File: src/rtl/ram_scan_reader.sv
// ram_scan_reader
//   Read-side initiator for a single-port synchronous RAM with a 1-cycle
//   registered read. A start pulse sweeps a contiguous, wrap-around address
//   range and streams every byte, tagged with its address, over a
//   valid/ready handshake.
//
//   Optional feature macro: SCAN_CHECKSUM_EN adds checksum_o, the running
//   sum (mod 2**DATA_W) of accepted bytes, cleared on an accepted start.
//
// Ports
//   clock_i      system clock, rising edge
//   reset_i      asynchronous, active-high reset
//   start_i      begin a scan (sampled only while idle)
//   base_addr_i  first address of the scan, sampled with start_i
//   count_i      number of bytes to read (0..2**ADDR_W), sampled with start_i
//   mem_addr_o   registered RAM address
//   mem_dout_i   RAM read data, valid the cycle after the RAM samples mem_addr_o
//   out_data_o   streamed byte
//   out_addr_o   address the streamed byte came from
//   out_valid_o  out_data_o/out_addr_o valid
//   out_ready_i  consumer accepts on out_valid_o & out_ready_i at a rising edge
//   busy_o       scan in progress (SCAN or FINISH)
//   done_o       one-cycle pulse, scan complete
//   checksum_o   (SCAN_CHECKSUM_EN only) sum of accepted bytes

module ram_scan_reader #(
  parameter int ADDR_W = 5,
  parameter int DATA_W = 8
) (
  input  logic              clock_i,
  input  logic              reset_i,
  input  logic              start_i,
  input  logic [ADDR_W-1:0] base_addr_i,
  input  logic [ADDR_W:0]   count_i,
  output logic [ADDR_W-1:0] mem_addr_o,
  input  logic [DATA_W-1:0] mem_dout_i,
  output logic [DATA_W-1:0] out_data_o,
  output logic [ADDR_W-1:0] out_addr_o,
  output logic              out_valid_o,
  input  logic              out_ready_i,
  output logic              busy_o,
`ifdef SCAN_CHECKSUM_EN
  output logic              done_o,
  output logic [DATA_W-1:0] checksum_o
`else
  output logic              done_o
`endif
);

  localparam int CW    = ADDR_W + 1;
  // A read spends one cycle addressed and one cycle on mem_dout before it is
  // captured, so at one byte per cycle three bytes are outstanding between
  // issue and acceptance. The buffer holds three so the credit limit below
  // can never overrun it, whatever out_ready does.
  localparam int BUF_D = 3;

  typedef enum logic [1:0] {
    S_IDLE   = 2'd0,
    S_SCAN   = 2'd1,
    S_FINISH = 2'd2
  } state_t;

  state_t            state_q, state_d;
  logic [ADDR_W-1:0] base_q, base_d;
  logic [CW-1:0]     count_q, count_d;
  logic [CW-1:0]     issued_q, issued_d;
  logic [CW-1:0]     accepted_q, accepted_d;
  logic [CW-1:0]     outstanding;
  logic [ADDR_W-1:0] mem_addr_q, mem_addr_d;
  logic              p1_q, p1_d;      // address on mem_addr, RAM samples next edge
  logic              p2_q;            // RAM data on mem_dout, captured next edge
  logic [ADDR_W-1:0] p2_addr_q;
  logic [DATA_W-1:0] buf_data_q [BUF_D];
  logic [ADDR_W-1:0] buf_addr_q [BUF_D];
  logic [1:0]        wr_ptr_q, rd_ptr_q, occ_q;
  logic              start_ok, issue, push, pop;

  function automatic logic [1:0] ptr_inc(input logic [1:0] p);
    return (p == 2'(BUF_D - 1)) ? 2'd0 : p + 2'd1;
  endfunction

  always_comb begin
    pop         = (occ_q != 2'd0) && out_ready_i;
    push        = p2_q;
    start_ok    = (state_q == S_IDLE) && start_i;
    outstanding = issued_q - accepted_q;
    // Counting a pop in the same cycle keeps full throughput with ready high.
    issue       = (state_q == S_SCAN) && (issued_q < count_q) &&
                  ((outstanding - CW'(pop)) < CW'(BUF_D));
  end

  always_comb begin
    state_d    = state_q;
    base_d     = base_q;
    count_d    = count_q;
    issued_d   = issued_q;
    accepted_d = accepted_q;
    mem_addr_d = mem_addr_q;
    p1_d       = 1'b0;
    if (pop) accepted_d = accepted_q + CW'(1);
    case (state_q)
      S_IDLE: begin
        if (start_ok) begin
          base_d     = base_addr_i;
          count_d    = count_i;
          accepted_d = '0;
          if (count_i == '0) begin
            issued_d = '0;
            state_d  = S_FINISH;
          end else begin
            // First read goes out on the start edge itself.
            mem_addr_d = base_addr_i;
            issued_d   = CW'(1);
            p1_d       = 1'b1;
            state_d    = S_SCAN;
          end
        end
      end
      S_SCAN: begin
        if (issue) begin
          mem_addr_d = base_q + issued_q[ADDR_W-1:0];
          issued_d   = issued_q + CW'(1);
          p1_d       = 1'b1;
        end
        if (pop && (accepted_q == count_q - CW'(1))) state_d = S_FINISH;
      end
      S_FINISH: state_d = S_IDLE;
      default:  state_d = S_IDLE;
    endcase
  end

  always_ff @(posedge clock_i or posedge reset_i) begin
    if (reset_i) begin
      state_q    <= S_IDLE;
      base_q     <= '0;
      count_q    <= '0;
      issued_q   <= '0;
      accepted_q <= '0;
      mem_addr_q <= '0;
      p1_q       <= 1'b0;
    end else begin
      state_q    <= state_d;
      base_q     <= base_d;
      count_q    <= count_d;
      issued_q   <= issued_d;
      accepted_q <= accepted_d;
      mem_addr_q <= mem_addr_d;
      p1_q       <= p1_d;
    end
  end

  always_ff @(posedge clock_i or posedge reset_i) begin
    if (reset_i) begin
      for (int i = 0; i < BUF_D; i++) begin
        buf_data_q[i] <= '0;
        buf_addr_q[i] <= '0;
      end
      wr_ptr_q  <= '0;
      rd_ptr_q  <= '0;
      occ_q     <= '0;
      p2_q      <= 1'b0;
      p2_addr_q <= '0;
    end else begin
      p2_q      <= p1_q;
      p2_addr_q <= mem_addr_q;
      if (push) begin
        buf_data_q[wr_ptr_q] <= mem_dout_i;
        buf_addr_q[wr_ptr_q] <= p2_addr_q;
        wr_ptr_q             <= ptr_inc(wr_ptr_q);
      end
      if (pop) rd_ptr_q <= ptr_inc(rd_ptr_q);
      occ_q <= occ_q + 2'(push) - 2'(pop);
    end
  end

`ifdef SCAN_CHECKSUM_EN
  logic [DATA_W-1:0] checksum_q;

  always_ff @(posedge clock_i or posedge reset_i) begin
    if (reset_i)       checksum_q <= '0;
    else if (start_ok) checksum_q <= '0;
    else if (pop)      checksum_q <= checksum_q + out_data_o;
  end

  assign checksum_o = checksum_q;
`endif

  assign mem_addr_o  = mem_addr_q;
  assign out_valid_o = (occ_q != 2'd0);
  assign out_data_o  = buf_data_q[rd_ptr_q];
  assign out_addr_o  = buf_addr_q[rd_ptr_q];
  assign busy_o      = (state_q != S_IDLE);
  assign done_o      = (state_q == S_FINISH);

endmodule

File: config.mk
export PLATFORM = sky130hd
export DESIGN_NAME = ram_scan_reader
export DESIGN_NICKNAME = d
export VERILOG_FILES = /design/src/rtl/ram_scan_reader.sv
export SDC_FILE = /design/constraint.sdc
export NUM_CORES = 1
export LEC_CHECK = 0
export CAP_MARGIN = 15
export CELL_PAD_IN_SITES_DETAIL_PLACEMENT = 1
export CELL_PAD_IN_SITES_GLOBAL_PLACEMENT = 1
export CORE_MARGIN = 3
export CORE_UTILIZATION = 41
export CTS_CLUSTER_SIZE = 8
export DETAILED_ROUTE_END_ITERATION = 7
export PLACE_DENSITY_LB_ADDON = 0.2
export SYNTH_ARGS = -nofsm -noshare
export SYNTH_HDL_FRONTEND = slang
export SYNTH_SLANG_ARGS = --single-unit
File: constraint.sdc
create_clock -name clock_i -period 3.1 [get_ports clock_i]
set_input_delay 0.31 -clock clock_i [delete_from_list [all_inputs] [get_ports clock_i]]
set_output_delay 0.31 -clock clock_i [all_outputs]
set_load 0.005 [all_outputs]
Word level (Yosys, flattened, before mapping):

Cells that the tools add are included.

* flip-flop bits (word level): 82
* bits of input ports: 23
* output and inout port bits: 21
* word-level logic and storage cells: 92

* add/subtract/negate cells: 10
* order comparisons: 5
* eq/ne operators: 9
* multiplexer cells: 33
* bitwise gates (word level): 2
* reduce and logical (&&, ||, !) cells: 15

Operators with widths (number)
* $mux 5: 6
* $mux 6: 5
* $bwmux 24: 1
* $mux 8: 3
* $bmux 8 s2: 1
* $demux 8 s2: 1
* $bwmux 15: 1
* $add 6x1->6 const B: 2
* $pmux 6 s2: 1
* $bmux 5 s2: 1
* $demux 5 s2: 1
* $mux 2: 5
* $pmux 5 s2: 1
* $eq 2x2->1 const B: 3
* $eq 6x6->1: 1
* $ge 3x3->1 const B: 2
* $logic_and 1x1->1: 6
* $logic_not 6->1: 1
* $lt 6x2->1 const B: 1
* $lt 6x6->1: 1
* $ne 2x2->1 const B: 3
* $not 2->3: 2
* $reduce_bool 2->1: 3
* $sub 6x1->6: 1
* 16 further kinds: 21

Logic depth before layout (Yosys ltp):

* depth after elaboration: 7
* gate-level depth with buffers: 11
* mapped depth without buffers: 10

Worst setup path after synthesis:

OpenSTA, ideal clock, no wires.

* path kind: register to register
* from: reg occ_q[0]
* to: reg issued_q[3]
* arrival: 3.190 ns
* required time: 3.022 ns
* setup slack: -0.168 ns
* cell stages (with the launch flop): 12
* buffers on the path: 1
* clock period less this slack: 3.268 ns
* cells stage by stage: dfrtp_1 or2_2 nand2_1 fa_1 fa_1 a22o_1 nor4_2 o21ai_1 or4_4 buf_6 or4_1 a21oi_1

* longest elaborated chain between the ends: 7

Ends and longest elaborated chain
* start, declared: line 75 `logic [1:0] wr_ptr_q, rd_ptr_q, occ_q;`
* start signal, assigned: line 172 `occ_q <= occ_q + 2'(push) - 2'(pop);`
* $reduce_bool 2->1
* via out_valid_o: line 39 `output logic out_valid_o,`
* $logic_and 1x1->1: line 83 `pop = (occ_q != 2'd0) && out_ready_i;`
* $sub 6x1->6: line 89 `((outstanding - CW'(pop)) < CW'(BUF_D));`
* $lt 6x2->1: line 89
* $logic_and 1x1->1: line 88 `issue = (state_q == S_SCAN) && (issued_q < count_q) &&`
* $ne 2x2->1 (no source line)
* $reduce_and 3->1 (no source line)
* end signal, assigned: line 145 `issued_q <= issued_d;`
* end, declared: line 66 `logic [CW-1:0] issued_q, issued_d;`

The timed path passes the listed nets, and every way through them passes these cells.
A chain may end at the register's enable or synchronous reset.

Final worst setup path:

* from: in out_ready_i
* to: reg issued_q[3]

* longest elaborated chain between the ends: 6

Ends and longest elaborated chain
* start, declared: line 40 `input logic out_ready_i,`
* $logic_and 1x1->1: line 83
* $sub 6x1->6: line 89
* $lt 6x2->1: line 89
* $logic_and 1x1->1: line 88
* $ne 2x2->1 (no source line)
* $reduce_and 3->1 (no source line)

No other way between the ends.

==> flow_summary.yaml <==
outcome:
  status: "complete, no violations"
hold_path:
  hp-start: "p1_q"
  min_delay_worst_endpoint: "p2_q"
  worst_hold_path_type: "flop to flop"
  worst_hold_path_cells: 0
sta:
  grt_setup_unrepaired: "true"
  worst-slew-pin-transition_ps: 777.6
  setup_viol_count_final: 0
  final_max_slew_viol_count: 0
  f_max_ghz: 0.3257
  post_route_fraction_of_the_period_consumed_by_the_critical_path: 0.9904
  hold_viol_final: 0
  fin_skew_ps: 13.62
  final_critical_path_setup_slack_ps: 29.72
  slew_headroom: 0.4801
  layout_min_cycle_time_ps: 3070
  fin_setup_tns_ps: 0
yosys:
  synthesis.yosys.warnings: 0
  synth.most_common_cell: "sky130_fd_sc_hd__dfrtp_1"
  async_flop_share: 1.000
  postSynthAreaPerCell_um2: 11.15
  netlist.area_leader.share: 0.4907
  synth_top_cells_by_area: "sky130_fd_sc_hd__dfrtp_1 (49%), sky130_fd_sc_hd__mux2_2 (13%), sky130_fd_sc_hd__ha_1 (6.3%)"
  synth.yosys.seq_area_share: 0.4907
  synth-main-ff-cell: "sky130_fd_sc_hd__dfrtp_1"
  netlist-cell-type-count: 43
  syn-num-nets: 422
  synthTopCellsByCount: "sky130_fd_sc_hd__dfrtp_1 (82), sky130_fd_sc_hd__mux2_2 (48), sky130_fd_sc_hd__nand2_1 (37)"
  synth_edf_count: 0
  synth_seq_cells: 82
  post_synth_inst_count: 375
  synthesis.area_um2: 4182
  synth_area_leader_cell: "sky130_fd_sc_hd__dfrtp_1"
worst_setup_path:
  chain_of_cells_forming_the_critical_path: "clkdlybuf4s50_1 > nand2_4 > fa_2 > fa_2 > xor2_1 > nor4_2 > o21ai_1 > or4_4 > or4_1 > a21oi_1"
  worstPathArrival_ps: 3350
  worstReg2RegStart: "occ_q[1]"
  worst_setup_path_end_kind: "flop"
  timing.critical_path.from_type: "primary input"
  reg2reg_capture_point: "issued_q[3]"
  worst_path_max_delay_cell: "sky130_fd_sc_hd__or4_1"
  worst_ep_required_time_ps: 3380
  worst-r2r-setup-slack_ps: 30
  most_frequent_cell_on_the_critical_path: "sky130_fd_sc_hd__fa_2"
  worst_path_dominant_cell_family: "simple AND/OR/NAND/NOR gates"
  cp_num_buf_inv: 1
  crit_path_max_incr_delay_ps: 540
  timing_worst_setup_path_type: "primary input to flop"
  cp_max_fo: 8
  timing.reg2reg.worst_path_depth: 10
global_routing:
  grt_first_pass_wirelength_um: 16250
  antenna_violations_before_repair: 0
  global_route.usage.total: 0.1804
  grt_ovf: 0
  grt_start_max_net_pins: 44
  first_global_vias: 3291
power:
  p_leak_nw: 2.290
  peakVddDrop_uv: 494.3
  power_w: 0.005484
  p_per_area_nw_per_um2: 1063
die:
  initial_core_util: 0.4239
  floorplan.io_pins: 44
  dieArea_um2: 11450
  dieWidth_um: 107.0
  fp-row-count: 36
  core-area_um2: 9864
  chipHeight_um: 107.0
placed_design:
  numPortBuffers: 43
  place_ws_ps: -357.2
  hpwl_um: 6886
  routabilityCongestion: 0.7824
  dp_cells: 550
final_layout:
  regArea_um2: 2052
  antenna_cells: 0
  multi_input_area_um2: 2009
  post_layout_nonfiller_instances: 568
  fillerInstances: 1061
  design.final.nets: 477
  drive_gt1_frac: 0.2276
  area_growth_syn_to_layout_pct: 23.43
drt:
  via_count_of_the_routed_design: 2939
  post_drt_via_cell_ratio: 5.174
  dr.pass1.iters: 4
  drt_wl_total_um: 9481
  drt_drc_violations_left: 0
  dr.first_iter.drc_count: 53
  antenna_violating_nets_post_route: 0
  route.detailed.wl_per_inst_um: 16.69
clock_tree:
  clkTransAtPathRegs_ps: 90
  library_cell_used_as_clock_root_buffer: "sky130_fd_sc_hd__clkbuf_8"
  cts-buffers-inserted: 9
  cts_hold_buf: 0
  clk_latency_ps: 350
  cts_sinks: 82
  tritoncts: "built"
  htree_levels: 3
  ctsLongestPathBuffers: 2
job:
  drv_cap: 0
-- worst max-delay path by stage --
stage	slack (ps)	cells after the start	from	to
2_1_floorplan	70	11	occ_q[1]	issued_q[3]
5_1_grt	-140	11	occ_q[1]	issued_q[0]
6_report	30	10	out_ready_i	issued_q[3]
4_1_cts	10	11	occ_q[1]	issued_q[0]
3_3_place_gp	-220	10	out_ready_i	issued_q[4]
3_5_place_dp	-360	11	out_ready_i	issued_q[0]
-- layer usage --
metal  vias up  GRT usage  wire length (um)
met5         -          0                 0
met4         0    0.04658               100
met3        11    0.02529               182
met2        30     0.3206              4733
met1      1499     0.2310              4466
li1       1399          -                 -
-- stage by stage --
stage | hold slack (ps) | cell area, um^2 | util
after global routing | 375.9 | 5161 | 0.5232
final | 355.3 | 5161 | 0.5232
after CTS | 357.2 | 5116 | 0.5186
after floorplan | 331.2 | 4197 | -
after global placement | 333.6 | 4860 | 0.4926
after detailed placement | 337.9 | 4860 | 0.4926
-- layout make-up --
class | count | share of cell area
Clock inverter | 5 | 0.02085
Timing Repair Buffer | 60 | 0.1113
Tap cell | 133 | 0.03224
Multi-Input combinational cell | 248 | 0.3893
Sequential cell | 82 | 0.3976
Inverter | 29 | 0.02133
Clock buffer | 11 | 0.02739
-- report_power, final --
group / total [W] / leakage [nW] / internal (W) / switching (W)
clock network: 0.000963 / 0.125 / 0.000564 / 0.000399
logic: 0.00265 / 1.15 / 0.00140 / 0.00125
registers: 0.00187 / 1.01 / 0.00155 / 0.000319
-- cells in the final DEF (no fill, tap or decap), types with 4 or more instances in the layout --
| master | n |
|---|---|
| sky130_fd_sc_hd__nand2_1 | 36 |
| sky130_fd_sc_hd__buf_4 | 15 |
| sky130_fd_sc_hd__inv_1 | 28 |
| sky130_fd_sc_hd__a21o_1 | 4 |
| sky130_fd_sc_hd__clkbuf_8 | 10 |
| sky130_fd_sc_hd__xnor2_1 | 13 |
| sky130_fd_sc_hd__mux2i_1 | 13 |
| sky130_fd_sc_hd__a21oi_1 | 8 |
| sky130_fd_sc_hd__nand3_1 | 6 |
| sky130_fd_sc_hd__mux2_2 | 48 |
| sky130_fd_sc_hd__o21ai_0 | 25 |
| sky130_fd_sc_hd__ha_1 | 21 |
| sky130_fd_sc_hd__clkdlybuf4s50_1 | 43 |
| sky130_fd_sc_hd__nor2_1 | 10 |
| sky130_fd_sc_hd__nor2b_1 | 4 |
| sky130_fd_sc_hd__dfrtp_1 | 82 |
| sky130_fd_sc_hd__o22ai_1 | 4 |
| sky130_fd_sc_hd__xor2_1 | 11 |
-- sequential cells by signal (all words and copies together) (netlist names) --
name and flops:
buf_addr_q 15, base_q 5, state_q 2, occ_q 2
p2_q 1, issued_q 6, mem_addr_o 5, p2_addr_q 5
wr_ptr_q 2, count_q 6, accepted_q 6, buf_data_q 24
rd_ptr_q 2, p1_q 1
-- cell families after synthesis --
group | after synthesis | share of synthesized area
flip-flops | 82 | 0.4907
AO/OA/AOI/OAI | 57 | 0.08079
multiplexers | 63 | 0.1658
adder cells (fa/ha/maj) | 24 | 0.07720
XOR/XNOR | 24 | 0.05027
AND/OR/NAND/NOR | 80 | 0.09306
buffers and inverters | 45 | 0.04219
-- what timing repair did --
| action | 4_1_cts | 5_1_grt |
|---|---|---|
| resized for setup | 1 | 8 |
| pin swaps | 0 | 5 |
| endpoints found under the setup margin | 1 | 11 |
| setup buffers | 0 | 2 |
| cloned | 0 | 0 |
No activity file was read; power rests on OpenSTA's default activity.
